===== src/rtl/ifetch_unit.sv =====
// Instruction fetch stage: issues reads at PC and delivers fetched words to IR.
// A held-instruction buffer absorbs a memory response that arrives while decode
// is stalled. Misaligned fetches park the unit in ERR until a redirect.
module ifetch_unit #(
  parameter logic [31:0] RESET_IR    = 32'h0000_0000,
  parameter bit          ALIGN_CHECK = 1'b1
) (
  input  logic        Clk,
  input  logic        Reset,
  input  logic [31:0] PC,
  input  logic        Stall,
  input  logic        Flush,
  output logic        IMemReq,
  output logic [31:0] IMemAddr,
  input  logic        IMemReady,
  input  logic [31:0] IMemRData,
  output logic        PCWrite,
  output logic [31:0] IR,
  output logic        IRValid,
  output logic [31:0] IR_PC,
  output logic [31:0] IR_PC4,
  output logic        AddrErr,
  output logic [31:0] FetchCnt
);

  typedef enum logic [1:0] {FETCH, HOLD, ERR} state_t;

  state_t      state;
  logic [31:0] buffer;
  logic [31:0] buf_pc;
  logic        misaligned;

  assign misaligned = ALIGN_CHECK && (PC[1:0] != 2'b00);
  assign IMemAddr   = PC;

  // Request and PC-advance strobes; a redirect always advances the PC.
  always_comb begin
    IMemReq = 1'b0;
    PCWrite = 1'b0;
    if (!Reset) begin
      if (Flush) begin
        PCWrite = 1'b1;
      end else if (state == FETCH && !misaligned) begin
        IMemReq = 1'b1;
        PCWrite = IMemReady;
      end
    end
  end

  // Fetch state machine with registered instruction outputs.
  always_ff @(posedge Clk or posedge Reset) begin
    if (Reset) begin
      state    <= FETCH;
      IR       <= RESET_IR;
      IRValid  <= 1'b0;
      IR_PC    <= 32'd0;
      IR_PC4   <= 32'd4;
      buffer   <= 32'd0;
      buf_pc   <= 32'd0;
      AddrErr  <= 1'b0;
      FetchCnt <= 32'd0;
    end else if (Flush) begin
      state   <= FETCH;
      IR      <= RESET_IR;
      IRValid <= 1'b0;
      buffer  <= 32'd0;
      buf_pc  <= 32'd0;
      AddrErr <= 1'b0;
    end else begin
      case (state)
        FETCH: begin
          if (misaligned) begin
            AddrErr <= 1'b1;
            IRValid <= 1'b0;
            state   <= ERR;
          end else if (IMemReady) begin
            if (Stall) begin
              buffer <= IMemRData;
              buf_pc <= PC;
              state  <= HOLD;
            end else begin
              IR       <= IMemRData;
              IR_PC    <= PC;
              IR_PC4   <= PC + 32'd4;
              IRValid  <= 1'b1;
              FetchCnt <= FetchCnt + 32'd1;
            end
          end
        end
        HOLD: begin
          if (!Stall) begin
            IR       <= buffer;
            IR_PC    <= buf_pc;
            IR_PC4   <= buf_pc + 32'd4;
            IRValid  <= 1'b1;
            FetchCnt <= FetchCnt + 32'd1;
            state    <= FETCH;
          end
        end
        ERR: begin
          state <= ERR;
        end
        default: begin
          state <= FETCH;
        end
      endcase
    end
  end

endmodule


===== config.mk =====
export PLATFORM = sky130hd
export DESIGN_NAME = ifetch_unit
export DESIGN_NICKNAME = d
export VERILOG_FILES = /design/src/rtl/ifetch_unit.sv
export SDC_FILE = /design/constraint.sdc
export NUM_CORES = 1
export LEC_CHECK = 0
export CAP_MARGIN = 20
export CORE_AREA = 2 2 132 186
export CTS_BUF_LIST = sky130_fd_sc_hd__clkbuf_4 sky130_fd_sc_hd__clkbuf_8
export DETAILED_ROUTE_END_ITERATION = 10
export DIE_AREA = 0 0 134 188
export PLACE_DENSITY = 0.78
export SETUP_SLACK_MARGIN = 0.05
export SLEW_MARGIN = 20
export SYNTH_ARGS = -nofsm -noshare
export SYNTH_HDL_FRONTEND = slang
export SYNTH_SLANG_ARGS = --single-unit

===== constraint.sdc =====
create_clock -name Clk -period 12.7 [get_ports Clk]
set_clock_uncertainty 0.2 [all_clocks]
set_input_delay 1.905 -clock Clk [delete_from_list [all_inputs] [get_ports Clk]]
set_output_delay 1.905 -clock Clk [all_outputs]
set_load 0.01 [all_outputs]

==> impl_metrics.json <==
{
  "clkLatencyLatePin_ns": 0.47,
  "status": "finished, final reports clean",
  "syn_inst": 1037,
  "use_met1_pct": 25.4,
  "async_reset_ff_share_pct": 100,
  "synth_top_family_by_area": "simple AND/OR/NAND/NOR gates",
  "rows": 67,
  "crit_path_end_kind": "output port",
  "grt_overflow": 0,
  "grt_pass1_vias": 7608,
  "synthesis.nets": 1108,
  "die-area_mm2": 0.0252,
  "dieWidth_um": 134,
  "port_buffers": 232,
  "powerDensity_mw_per_mm2": 119,
  "ys_types": 52,
  "drive_gt1_share_pct": 5.10,
  "cp_slowest_stage_delay_ns": 0.65,
  "antenna_found_initial": 0,
  "wire_per_inst_um": 16.1,
  "use_met3_pct": 4.62,
  "setup_viol": 0,
  "finalCriticalPeriod_ns": 6.00,
  "synth-seq-cells": 194,
  "drt_wl_total_mm": 24.5,
  "synth.cell_area_mm2": 0.00932,
  "cts_tree": "built",
  "tightest_slew_ns": 1.07,
  "clkTransAtPathRegs_ns": 0.10,
  "yosys_warnings": 0,
  "synth_mux_area_share_pct": 4.06,
  "cts_made_buffers": 17,
  "h-tree-depth": 4,
  "period_share_pct": 47.2,
  "vias": 7795,
  "root_buffer": "clkbuf_8",
  "critPathRequiredTime_ns": 10.60,
  "path_max_fanout": 6,
  "synth_flop_cell": "dfrtp_1",
  "drt_first_pass_iters": 5,
  "pin_count": 233,
  "cp_cell_sequence": "clkdlybuf4s50_1 > nor3b_1 > a21oi_1 > nor2_1 > clkdlybuf4s50_1",
  "core_area_mm2": 0.0236,
  "fin_nets": 1273,
  "synth_edf_count": 0,
  "worstPathArrival_ns": 3.89,
  "relSlewSlack_pct": 28.4,
  "clock.fmax_mhz": 167,
  "postCtsSetupBuffers": 0,
  "crit_top_cell": "clkdlybuf4s50_1",
  "synth_compound_area_share_pct": 11.3,
  "drc": 0,
  "synth_fa_ha_area_share_pct": 0.269,
  "die_y_um": 188,
  "hold_class": "reg2reg",
  "n_antenna_cell": 0,
  "synth.avg_cell_area_um2": 8.98,
  "leakagePower_nw": 5.27,
  "dp_hpwl_mm": 16.8,
  "grt_pass1_wl_mm": 39.9,
  "drv_slew": 0,
  "rsz0062_at_grt": "no",
  "setup_tns_ns": 0,
  "path_class": "in2out",
  "finalWeightedCongestion": 0.820,
  "met2_usage_pct": 32.9,
  "grt_use_total_pct": 19.9,
  "drtIter0Drc": 317,
  "hold_viol_final": 0,
  "final_antenna_net_count": 0,
  "maxCapViolCount": 0,
  "yosys.area_share.simple_pct": 22.0,
  "startpoint_type": "input pin",
  "start_util_pct": 39.5,
  "global_route.peak_usage_layer": "met2",
  "grt_max_degree": 124,
  "fillers": 2172,
  "p_total_mw": 1.43,
  "clk_path_buf_depth": 2,
  "ctsResizeCount": 0,
  "clkSinkCount": 194,
  "critical-path-slowest-cell": "nor3b_1",
  "seq_area_frac_synth_pct": 52.1,
  "synthXorXnorAreaFrac_pct": 4.42,
  "vdd_ir_drop_max_uv": 68.5,
  "syn2layout_area_growth_pct": 29.0,
  "cts_hold_buffers": 0,
  "viasPerCell": 5.11
}
sequential cells by signal, indices dropped and copies added, names as in the netlist:
| name | flops |
|---|---|
| IR | 32 |
| IR_PC4 | 30 |
| IRValid | 1 |
| FetchCnt | 32 |
| buffer | 32 |
| state | 2 |
| IR_PC | 32 |
| AddrErr | 1 |
| buf_pc | 32 |
final timing paths:
check                      startpoint          end  slack (ns)  depth (start not counted)
min in group asynchronous       Reset    buffer[3]        1.83                          2
min reg2reg                 IR_PC4[2]    IR_PC4[2]        0.27                          2
max reg2reg                  state[1]   IR_PC4[28]        8.23                         11
max in group asynchronous       Reset  FetchCnt[6]        9.04                          3
min                         IR_PC4[2]    IR_PC4[2]        0.27                          2
max                             PC[0]      PCWrite        6.70                          5
synth_stat cells, types with 4 or more instances:
master	n	share of area, %
a21oi_1	65	3.5
a311oi_1	32	3.0
a31oi_1	8	0.54
and3_1	23	1.5
buf_2	9	0.48
buf_4	34	2.7
clkbuf_1	50	2.0
dfrtp_1	193	52
inv_1	4	0.16
mux2_2	4	0.48
mux2i_1	31	3.3
nand2_1	332	13
nand3_1	17	0.91
nand4_1	8	0.54
nor2_1	66	2.7
nor3_1	11	0.59
nor4_1	6	0.40
o21ai_0	39	2.1
o31ai_1	9	0.73
xnor2_1	32	3.0
xor2_1	15	1.4
through the flow:
stage / cells / instance area [um2] / worst slack (ns) / utilization, % / hold WS [ns]
finish: 1525 / 12000 / 6.70 / 51.0 / 0.269
global route: 1525 / 12000 / 6.57 / 51.0 / 0.307
CTS: 1525 / 12000 / 6.70 / 51.0 / 0.274
detailed placement: 1493 / 11600 / 6.71 / 49.3 / 0.263
global placement: 1493 / 11600 / 6.84 / 49.3 / 0.249
floorplan: 1037 / 9320 / 5.31 / - / 0.265
cells by family (layout without fill, tap and decap cells):
group	after synthesis	after routing
xor gates and xnor gates	47	47
DFF	194	194
muxes	36	36
buffers and inverters	102	280
and+or+nand+nor	486	486
adders and majority gates	2	2
AOI/OAI and AO/OA	170	170
layer usage:
metal / part of all wire (%) / routed length (um)
met3: 5.7 / 1410
met2: 49 / 12000
met5: 0 / 0
met1: 43 / 10400
met4: 2.7 / 652
where the power goes:
group / internal (mW) / switching (mW) / leakage, nW / total (mW)
clock: 0.165 / 0.248 / 0.203 / 0.413
combinational: 0.160 / 0.142 / 2.46 / 0.302
sequential: 0.676 / 0.0387 / 2.61 / 0.715
total: 1.00 / 0.428 / 5.27 / 1.43
critical path: cells and delay by family:
| family | cells | cell delay [ns] |
|---|---|---|
| AO/OA/AOI/OAI | 1 | 0.16 |
| buffers and inverters | 2 | 1.03 |
| AND/OR/NAND/NOR | 2 | 0.79 |
cells in the final DEF (no fill, tap or decap), types with 3 or more instances in the layout:
cell / count
xor2_1: 15
a311oi_1: 32
nand3_1: 16
o21ai_0: 39
xnor2_1: 32
nand2_1: 332
buf_4: 13
a31oi_1: 8
a21boi_0: 3
and3_1: 22
and4_1: 3
o31ai_1: 9
nor3b_1: 3
a21oi_1: 65
nand4_1: 8
inv_1: 3
mux2_2: 4
nor2_1: 66
inv_6: 4
clkdlybuf4s50_1: 231
nor4_1: 6
clkinv_4: 3
nor3_1: 10
inv_8: 4
or2_2: 3
mux2i_1: 31
clkbuf_8: 17
dfrtp_1: 193
cell type report:
| class | instances | area (um2) | area share (%) |
|---|---|---|---|
| flip-flops and latches | 194 | 4860 | 40.4 |
| multi-input cells | 741 | 3940 | 32.8 |
| repair buffers | 244 | 2410 | 20.1 |
| well taps | 310 | 388 | 3.23 |
| clock buffers | 17 | 234 | 1.95 |
| clock inverters | 15 | 170 | 1.42 |
| inverters | 4 | 22.5 | 0.187 |
(Power assumes the default switching activity.)
